<file path="src/rtl/q1q2_seq_pkg.sv">
// Shared types and defaults for the q1/q2 handshake sequencer.
// Holds the FSM state encoding and the default sizing constants.
package q1q2_seq_pkg;

  localparam int GAP_W_DEF   = 8;
  localparam int MIN_GAP_DEF = 5;

  typedef enum logic [2:0] {
    IDLE,
    PH_A,
    PH_B,
    WAIT,
    PH_C,
    PH_D
  } state_t;

endpackage

</file>
<file path="src/rtl/gap_down_counter.sv">
// Loadable down-counter that times the b-to-c gap.
// Ports: clk, rst_n, load, load_val, dec in; tc out (count == 1).
module gap_down_counter #(
  parameter int W = 8
) (
  input  logic         clk,
  input  logic         rst_n,
  input  logic         load,
  input  logic [W-1:0] load_val,
  input  logic         dec,
  output logic         tc
);

  logic [W-1:0] count;

  always_ff @(posedge clk or negedge rst_n) begin
    if (!rst_n) begin
      count <= '0;
    end else if (load) begin
      count <= load_val;
    end else if (dec && count != '0) begin
      count <= count - W'(1);
    end
  end

  // Loaded with gap-1; the last WAIT cycle is the one holding 1.
  assign tc = (count == W'(1));

endmodule

</file>
<file path="src/rtl/q1_q2_sequencer.sv">
// Drives a->b (q1) then c->d (q2) with a gap of at least MIN_GAP.
// Ports: clk, rst_n, start_i, gap_i, abort_i in; ready/busy/a-d/done/clamped/gap_eff out.
module q1_q2_sequencer
  import q1q2_seq_pkg::*;
#(
  parameter int GAP_W   = GAP_W_DEF,
  parameter int MIN_GAP = MIN_GAP_DEF
) (
  input  logic             clk,
  input  logic             rst_n,
  input  logic             start_i,
  input  logic [GAP_W-1:0] gap_i,
  input  logic             abort_i,
  output logic             ready_o,
  output logic             busy_o,
  output logic             a_o,
  output logic             b_o,
  output logic             c_o,
  output logic             d_o,
  output logic             done_o,
  output logic             clamped_o,
  output logic [GAP_W-1:0] gap_eff_o
);

  localparam logic [GAP_W-1:0] MIN_V = GAP_W'(MIN_GAP);

  state_t state;
  logic   tc;
  logic   cnt_load;
  logic   cnt_dec;
  logic   low_req;

  assign low_req  = (gap_i < MIN_V);
  assign cnt_load = (state == PH_B) && !abort_i;
  assign cnt_dec  = (state == WAIT);

  gap_down_counter #(
    .W(GAP_W)
  ) u_cnt (
    .clk     (clk),
    .rst_n   (rst_n),
    .load    (cnt_load),
    .load_val(gap_eff_o - GAP_W'(1)),
    .dec     (cnt_dec),
    .tc      (tc)
  );

  always_ff @(posedge clk or negedge rst_n) begin
    if (!rst_n) begin
      state     <= IDLE;
      ready_o   <= 1'b1;
      busy_o    <= 1'b0;
      a_o       <= 1'b0;
      b_o       <= 1'b0;
      c_o       <= 1'b0;
      d_o       <= 1'b0;
      done_o    <= 1'b0;
      clamped_o <= 1'b0;
      gap_eff_o <= '0;
    end else begin
      a_o    <= 1'b0;
      b_o    <= 1'b0;
      c_o    <= 1'b0;
      d_o    <= 1'b0;
      done_o <= 1'b0;
      if (state != IDLE && abort_i) begin
        state   <= IDLE;
        ready_o <= 1'b1;
        busy_o  <= 1'b0;
      end else begin
        unique case (state)
          IDLE: begin
            // abort wins over a same-cycle start
            if (start_i && !abort_i) begin
              state     <= PH_A;
              a_o       <= 1'b1;
              ready_o   <= 1'b0;
              busy_o    <= 1'b1;
              clamped_o <= low_req;
              gap_eff_o <= low_req ? MIN_V : gap_i;
            end
          end
          PH_A: begin
            state <= PH_B;
            b_o   <= 1'b1;
          end
          PH_B: begin
            state <= WAIT;
          end
          WAIT: begin
            if (tc) begin
              state <= PH_C;
              c_o   <= 1'b1;
            end
          end
          PH_C: begin
            state  <= PH_D;
            d_o    <= 1'b1;
            done_o <= 1'b1;
          end
          PH_D: begin
            state   <= IDLE;
            ready_o <= 1'b1;
            busy_o  <= 1'b0;
          end
          default: begin
            state   <= IDLE;
            ready_o <= 1'b1;
            busy_o  <= 1'b0;
          end
        endcase
      end
    end
  end

endmodule

</file>
<file path="config.mk">
export PLATFORM = sky130hd
export DESIGN_NAME = q1_q2_sequencer
export DESIGN_NICKNAME = d
export VERILOG_FILES = /design/src/rtl/q1q2_seq_pkg.sv /design/src/rtl/gap_down_counter.sv /design/src/rtl/q1_q2_sequencer.sv
export SDC_FILE = /design/constraint.sdc
export NUM_CORES = 1
export LEC_CHECK = 0
export CORE_UTILIZATION = 31
export DETAILED_ROUTE_END_ITERATION = 8
export PLACE_DENSITY_LB_ADDON = 0.1
export SKIP_LAST_GASP = 1
export SLEW_MARGIN = 5
export SYNTH_ARGS = -nofsm -noshare
export SYNTH_HDL_FRONTEND = slang
export SYNTH_SLANG_ARGS = --single-unit
</file>
<file path="constraint.sdc">
create_clock -name clk -period 1.6 [get_ports clk]
set_input_delay 0.32 -clock clk [delete_from_list [all_inputs] [get_ports clk]]
set_output_delay 0.32 -clock clk [all_outputs]
set_load 0.02 [all_outputs]
</file>
==> results of run 1 <==
registers in the layout, summed over array words and instances, names as in the netlist:
name	flops
state	3
u_cnt.count	8
done_o	1
gap_eff_o	8
b_o	1
busy_o	1
ready_o	1
c_o	1
a_o	1
clamped_o	1
Yosys cell counts (2+ instances only):
cell type	n	share of area
mux2i_1	6	0.042
nand2_1	10	0.026
xor2_1	4	0.024
a21oi_1	3	0.010
nor4_1	2	0.0086
inv_1	6	0.016
o32a_1	2	0.014
nor3_1	4	0.014
ha_1	3	0.026
a22oi_1	2	0.010
xnor2_1	4	0.024
a21o_1	2	0.010
or2_2	2	0.0086
nand2b_1	3	0.013
a31oi_1	2	0.0086
nor3b_1	2	0.010
dfrtp_1	25	0.43
buf_2	4	0.014
mux2_2	5	0.039
nand3_1	3	0.010
o21ai_0	5	0.017
nor2_1	13	0.034
a211oi_1	4	0.021
stage by stage:
stage	power [W]	hold slack [ns]	util	cells
finish	0.00325	0.414	0.445	233
global route	0.00350	0.454	0.445	233
CTS	0.00323	0.430	0.434	230
detailed placement	0.00283	0.505	0.420	225
global placement	0.00281	0.489	0.420	225
floorplan	0.00218	0.0244	-	138
cell families after synthesis:
logic type	count (synthesis)	synth area share
and+or+nand+nor	48	0.196
AOI/OAI and AO/OA	29	0.159
DFF	26	0.451
buffers and inverters	13	0.0398
muxes	11	0.0804
xor gates and xnor gates	8	0.0484
adders and majority gates	3	0.0260
layout by cell type (no fill, tap or decap), types with 2 or more instances in the layout:
cell type,n
o21ai_0,5
a211oi_2,2
a211oi_1,2
a21o_1,2
ha_1,3
a31oi_1,2
dfrtp_1,24
nor3b_1,2
nand2b_1,3
xor2_1,4
nor4_1,2
clkdlybuf4s50_1,15
dlygate4sd2_1,8
clkbuf_8,4
o32a_1,2
mux2i_1,6
mux2_2,5
a22oi_1,2
a21oi_1,3
xnor2_1,4
inv_1,5
nor2_1,13
dlymetal6s2s_1,4
nor3_1,4
nand3_1,3
or2_2,2
buf_4,18
nand2_1,10
layout make-up:
type / count / area [sq um] / share of cell area
clock buffers: 4 / 55.1 / 0.0280
multi-input cells: 99 / 756 / 0.385
repair buffers: 45 / 405 / 0.207
well taps: 52 / 65.1 / 0.0331
inverters: 7 / 28.8 / 0.0147
flip-flops and latches: 26 / 653 / 0.333
routing by layer:
layer | wire [um] | vias to the layer above | part of all wire | global-route usage
met4 | 24 | 0 | 0.0073 | 0.0333
met2 | 1530 | 21 | 0.47 | 0.217
met5 | 0 | - | 0 | 0
li1 | - | 584 | - | -
met1 | 1630 | 563 | 0.50 | 0.198
met3 | 104 | 2 | 0.032 | 0.0245
timing repair:
item	4_1_cts	5_1_grt
setup endpoints to repair	10	14
resized for setup	9	9
setup buffers	1	3
pin swaps	1	2
power breakdown:
group          internal (W)  total [W]  switching, W
sequential         0.000930    0.00123      0.000303
combinational      0.000774    0.00159      0.000811
clock              0.000220   0.000434      0.000214
total               0.00192    0.00325       0.00133
worst max path at each step:
stage	slack [ns]	startpoint	endpoint	depth (start not counted)
after floorplan	0.02	abort_i	gap_eff_o[3]$_DFFE_PN0P_	5
final	0.001	state[2]$_DFFE_PN0P_	u_cnt.count[3]$_DFFE_PN0P_	5
after global placement	-0.05	abort_i	u_cnt.count[3]$_DFFE_PN0P_	6
after global routing	-0.08	state[2]$_DFFE_PN0P_	u_cnt.count[3]$_DFFE_PN0P_	5
after detailed placement	-0.07	abort_i	gap_eff_o[5]$_DFFE_PN0P_	5
after CTS	0.003	gap_eff_o[0]$_DFFE_PN0P_	gap_eff_o[0]	1
==> impl_metrics.tcl, run 1 <==
set metrics [dict create \
    status "completed" \
    drt_iter0_markers 55 \
    timing.final.ws_setup_ns 0.000950 \
    die_h_um 70.3 \
    crit_family "flip-flops" \
    rr_worst_depth 5 \
    gp_congestion 0.737 \
    core_area_sq_um 4410 \
    io_pins 28 \
    powerDensity_nw_per_um2 1660 \
    fillers 436 \
    path_max_fanout 12 \
    reg2reg_to "u_cnt.count[3]$_DFFE_PN0P_" \
    synth_nets 153 \
    antenna_found_initial 0 \
    port_buffers 27 \
    worst-setup-path-type "reg2reg" \
    cts_buffers 3 \
    grt_pass1_vias 1153 \
    crit_path_max_incr_delay_ns 0.40 \
    post-route-period-util 0.999 \
    gr-usage-all-layers 0.139 \
    vias_per_cell 5.02 \
    ir_worst_vdd_uv 751 \
    timing_hold_violations_final 0 \
    vias 1170 \
    start_kind "flop" \
    tns_ns 0 \
    setup_violations 0 \
    cts_root_buf "clkbuf_8" \
    cts_buffer_depth 2 \
    r2r_setup_slack_ns 0.001 \
    hpwl_mm 2.40 \
    hold_path.class "in2async" \
    async_flop_share 1.00 \
    timing.final.crit_period_ns 1.60 \
    die-area_sq_um 4940 \
    htree_levels 1 \
    reg2reg_from "state[2]$_DFFE_PN0P_" \
    relSlewSlack 0.736 \
    drcViolationCount 0 \
    ys.flop_type "dfrtp_1" \
    finalClockSkew_ns 0.00654 \
    clkLatencyLatePin_ns 0.27 \
    worst_pin_slew_ns 0.392 \
    cp_slowest_cell "dfrtp_1" \
    crit_buf_inv 1 \
    nNetsFinal 197 \
    maxSlewViolCount 0 \
    seq_area_frac_synth 0.451 \
    drtPass1Iterations 4 \
    grt_max_degree 27 \
    endpoint_kind "flop" \
    yosys_warnings 0 \
    grt_overflow 0 \
    synthCells 138 \
    die_w_um 70.3 \
    crit_chain "buf_4 -> nand3b_1 -> a31oi_4 -> mux2i_1 -> a21boi_0" \
    postPlaceCellArea_sq_um 1860 \
    clock_sinks 26 \
    synth-seq-cells 26 \
    drive_gt1_frac 0.227 \
    drt-total-wl_mm 3.29 \
    fin_area_sq_um 1960 \
    core.rowCount 24 \
    drv_cap 0 \
    timing.fmax_ghz 0.625 \
    area_growth_pct 35.7 \
    cp_data_arrival_time_ns 1.75 \
    start_util 0.328 \
    postCtsHoldBufs 0 \
    grt_pass1_wl_mm 5.53 \
    path_clk_slew_ns 0.10 \
    rsz0062_at_grt "true" \
    avgSynthCellArea_sq_um 10.5 \
    cts_tree "done" \
    power.leakage_nw 0.861 \
    synthesis.area_sq_um 1450 \
    wire_per_inst_um 14.1 \
    synth_edf_count 0 \
    antenna_cells 0 \
    place_ws_ns -0.0724 \
    synth.distinct_cells 45 \
    cp.required_ns 1.75 \
    antenna_left 0 \
]
Power figures use the tool's default switching activity.
==> inputs of run 2 (changes only) <==
Settings changed: CTS_CLUSTER_DIAMETER set to 60, SKIP_LAST_GASP 1 to unset.
==> results of run 2 <==
The final DEF is identical to that of run 1; final timing and power are the same.
==> inputs of run 3 (changes only) <==
Settings changed: ABC_AREA set to 1, PLACE_DENSITY_LB_ADDON 0.1 to unset.
==> run 3 against run 2 <==
Net effect: the flow now finishes with violations (DRC); non-clock buffer count down 13; cell count up 21%; total power rose by 8.0%; design area fell by 1.5%; largest cell class unchanged; highest routed layer unchanged.
==> impl_metrics.tcl, run 3 <==
set metrics [dict create \
    ys.flop_type "dfrtp_1" \
    nNetsFinal 245 \
    synth.area.mux_share 0 \
    grt_max_degree 27 \
    drt-total-wl_mm 3.03 \
    drv_cap 0 \
    setup_violations 0 \
    grt_pass1_vias 1223 \
    maxSlewViolCount 0 \
    post-cts-setup-buffer-count 0 \
    synth_top_family_by_area "simple AND/OR/NAND/NOR gates" \
    placed_cells 277 \
    start_kind "flop" \
    finalClockSkew_ns 0.00216 \
    timing.final.ws_setup_ns 0.0485 \
    clkLatencyLatePin_ns 0.27 \
    timing.final.crit_period_ns 1.55 \
    cts_buffers 3 \
    powerDensity_nw_per_um2 1820 \
    cts_buffer_depth 2 \
    avgSynthCellArea_sq_um 7.60 \
    synth_compound_area_frac 0.108 \
    synth_commonest_cells "42 x nand2_1, 30 x nand3_1, 26 x inv_1, 25 x dfrtp_1, 23 x nor2_1" \
    postCtsHoldBufs 0 \
    place_ws_ns -0.00433 \
    grt_overflow 0 \
    timing_hold_violations_final 0 \
    rsz0062_at_grt "true" \
    yosys.area.top_type_share 0.420 \
    synthAdderAreaFrac 0.0252 \
    synth_nets 211 \
    ir_worst_vdd_uv 702 \
    layout_common_cells "42 x nand2_1, 30 x nand3_1, 26 x inv_1" \
    die_h_um 71.3 \
    drtPass1Iterations 6 \
    drive_gt1_frac 0.109 \
    synth_xor_area_frac 0 \
    core.rowCount 24 \
    layoutNonFillerInstCount 281 \
    post-route-period-util 0.970 \
    crit_path_max_incr_delay_ns 0.60 \
    hold_path.class "in2async" \
    drcViolationCount 1 \
    path_clk_slew_ns 0.09 \
    hpwl_mm 2.35 \
    cp_data_arrival_time_ns 1.23 \
    cp.required_ns 1.28 \
    fillers 467 \
    fin_area_sq_um 1930 \
    gp_congestion 0.838 \
    path_max_fanout 2 \
    crit_buf_inv 1 \
    wire_per_inst_um 10.8 \
    seq_area_frac_synth 0.438 \
    status "finished, violations left" \
    synthSimpleGateAreaFrac 0.340 \
    antenna_cells 0 \
    yosys.area.top_type "dfrtp_1" \
    area_growth_pct 29.8 \
    postPlaceCellArea_sq_um 1860 \
    power.leakage_nw 0.995 \
    endpoint_kind "primary output" \
    reg.largest.list "gap_eff_o (8), u_cnt.count (8), state (3)" \
    worst_pin_slew_ns 0.290 \
    start_util 0.333 \
    violations "DRC" \
    vias 1294 \
    synth_edf_count 0 \
    clock_sinks 26 \
    die_w_um 71.3 \
    yosys_warnings 0 \
    vias_per_cell 4.60 \
    crit_family "buffers and inverters" \
    synth.most_common_cell "nand2_1" \
    cts_root_buf "clkbuf_8" \
    die-area_sq_um 5080 \
    io_pins 28 \
    cts_tree "done" \
    synthCells 196 \
    crit_chain "clkdlybuf4s50_1" \
    grt_pass1_wl_mm 5.33 \
    mostFrequentLayoutCell "nand2_1" \
    antenna_found_initial 0 \
    timing.fmax_ghz 0.645 \
    synth-seq-cells 26 \
    core_area_sq_um 4470 \
    port_buffers 27 \
    tns_ns 0 \
    relSlewSlack 0.805 \
    synthesis.area_sq_um 1490 \
    synth.distinct_cells 28 \
    worst-setup-path-type "reg2out" \
    antenna_left 0 \
    cp_slowest_cell "clkdlybuf4s50_1" \
    synthTopCellsByArea "dfrtp_1 42%, nand2_1 11%, nand3_1 10%" \
    gr-usage-all-layers 0.133 \
    htree_levels 1 \
    drt_iter0_markers 83 \
    async_flop_share 1.00 \
]
[run 3: cell count changes in the layout (fill, tap and decap cells not counted), moves of 5 or more]
cell     delta
mux2_2      -5
mux2i_1     -6
inv_1      +21
nand2_1    +32
nor2_1     +10
buf_4      -15
nand3_1    +27
o21ai_0    +10
[run 3: timing repair]
| item | in CTS | in global routing |
|---|---|---|
| endpoints found under the setup margin | 7 | 7 |
| endpoints found under the hold margin | 0 | 0 |
| gates resized for setup | 7 | 4 |
| pin swaps | 0 | 1 |
| gates cloned | 0 | 0 |
[run 3: cell families (layout without fill, tap and decap cells)]
group	after synthesis	in the layout
adders and majority gates	3	3
buffers and inverters	31	64
DFF	26	26
AOI/OAI and AO/OA	27	27
and+or+nand+nor	109	109
[run 3: cell type report]
class / instances / area [sq um] / share of cell area
multi-input cells: 139 / 706 / 0.365
flip-flops and latches: 26 / 652 / 0.337
repair buffers: 32 / 334 / 0.173
inverters: 28 / 105 / 0.0544
well taps: 52 / 65.1 / 0.0337
clock buffers: 3 / 41.3 / 0.0214
clock inverters: 1 / 30.0 / 0.0155
[run 3: stage by stage]
| stage | total power (W) | hold WS [ns] | util |
|---|---|---|---|
| after floorplan | 0.00243 | 0.0244 | - |
| after global placement | 0.00305 | 0.490 | 0.416 |
| after detailed placement | 0.00305 | 0.488 | 0.416 |
| after CTS | 0.00356 | 0.389 | 0.430 |
| after global routing | 0.00385 | 0.399 | 0.432 |
| final | 0.00351 | 0.387 | 0.432 |
[run 3: final timing paths]
path | startpoint | endpoint | slack [ns] | cells past startpoint
max | done_o$_DFF_PN0_ | done_o | 0.05 | 1
min | rst_n | a_o$_DFF_PN0_ | 0.39 | 2
max reg2reg | u_cnt.count[0]$_DFFE_PN0P_ | u_cnt.count[5]$_DFFE_PN0P_ | 0.15 | 7
min reg2reg | clamped_o$_DFFE_PN0P_ | clamped_o$_DFFE_PN0P_ | 0.50 | 1
max in group asynchronous | rst_n | ready_o$_DFFE_PN1P_ | 0.99 | 2
min in group clk | clamped_o$_DFFE_PN0P_ | clamped_o$_DFFE_PN0P_ | 0.50 | 1
[run 3: power by group]
part / switching, W / leakage (nW) / internal, W / total, W
clock network: 0.000216 / 0.0357 / 0.000335 / 0.000551
registers: 0.000222 / 0.326 / 0.000934 / 0.00116
logic: 0.00109 / 0.633 / 0.000718 / 0.00181
total: 0.00153 / 0.995 / 0.00199 / 0.00351
[run 3: layer usage]
layer | GRT usage | wire length [um] | up-vias
met5 | 0 | 0 | -
met4 | 0.0644 | 50 | 0
met3 | 0.0141 | 84 | 4
met2 | 0.215 | 1360 | 24
met1 | 0.179 | 1540 | 569
li1 | - | - | 697
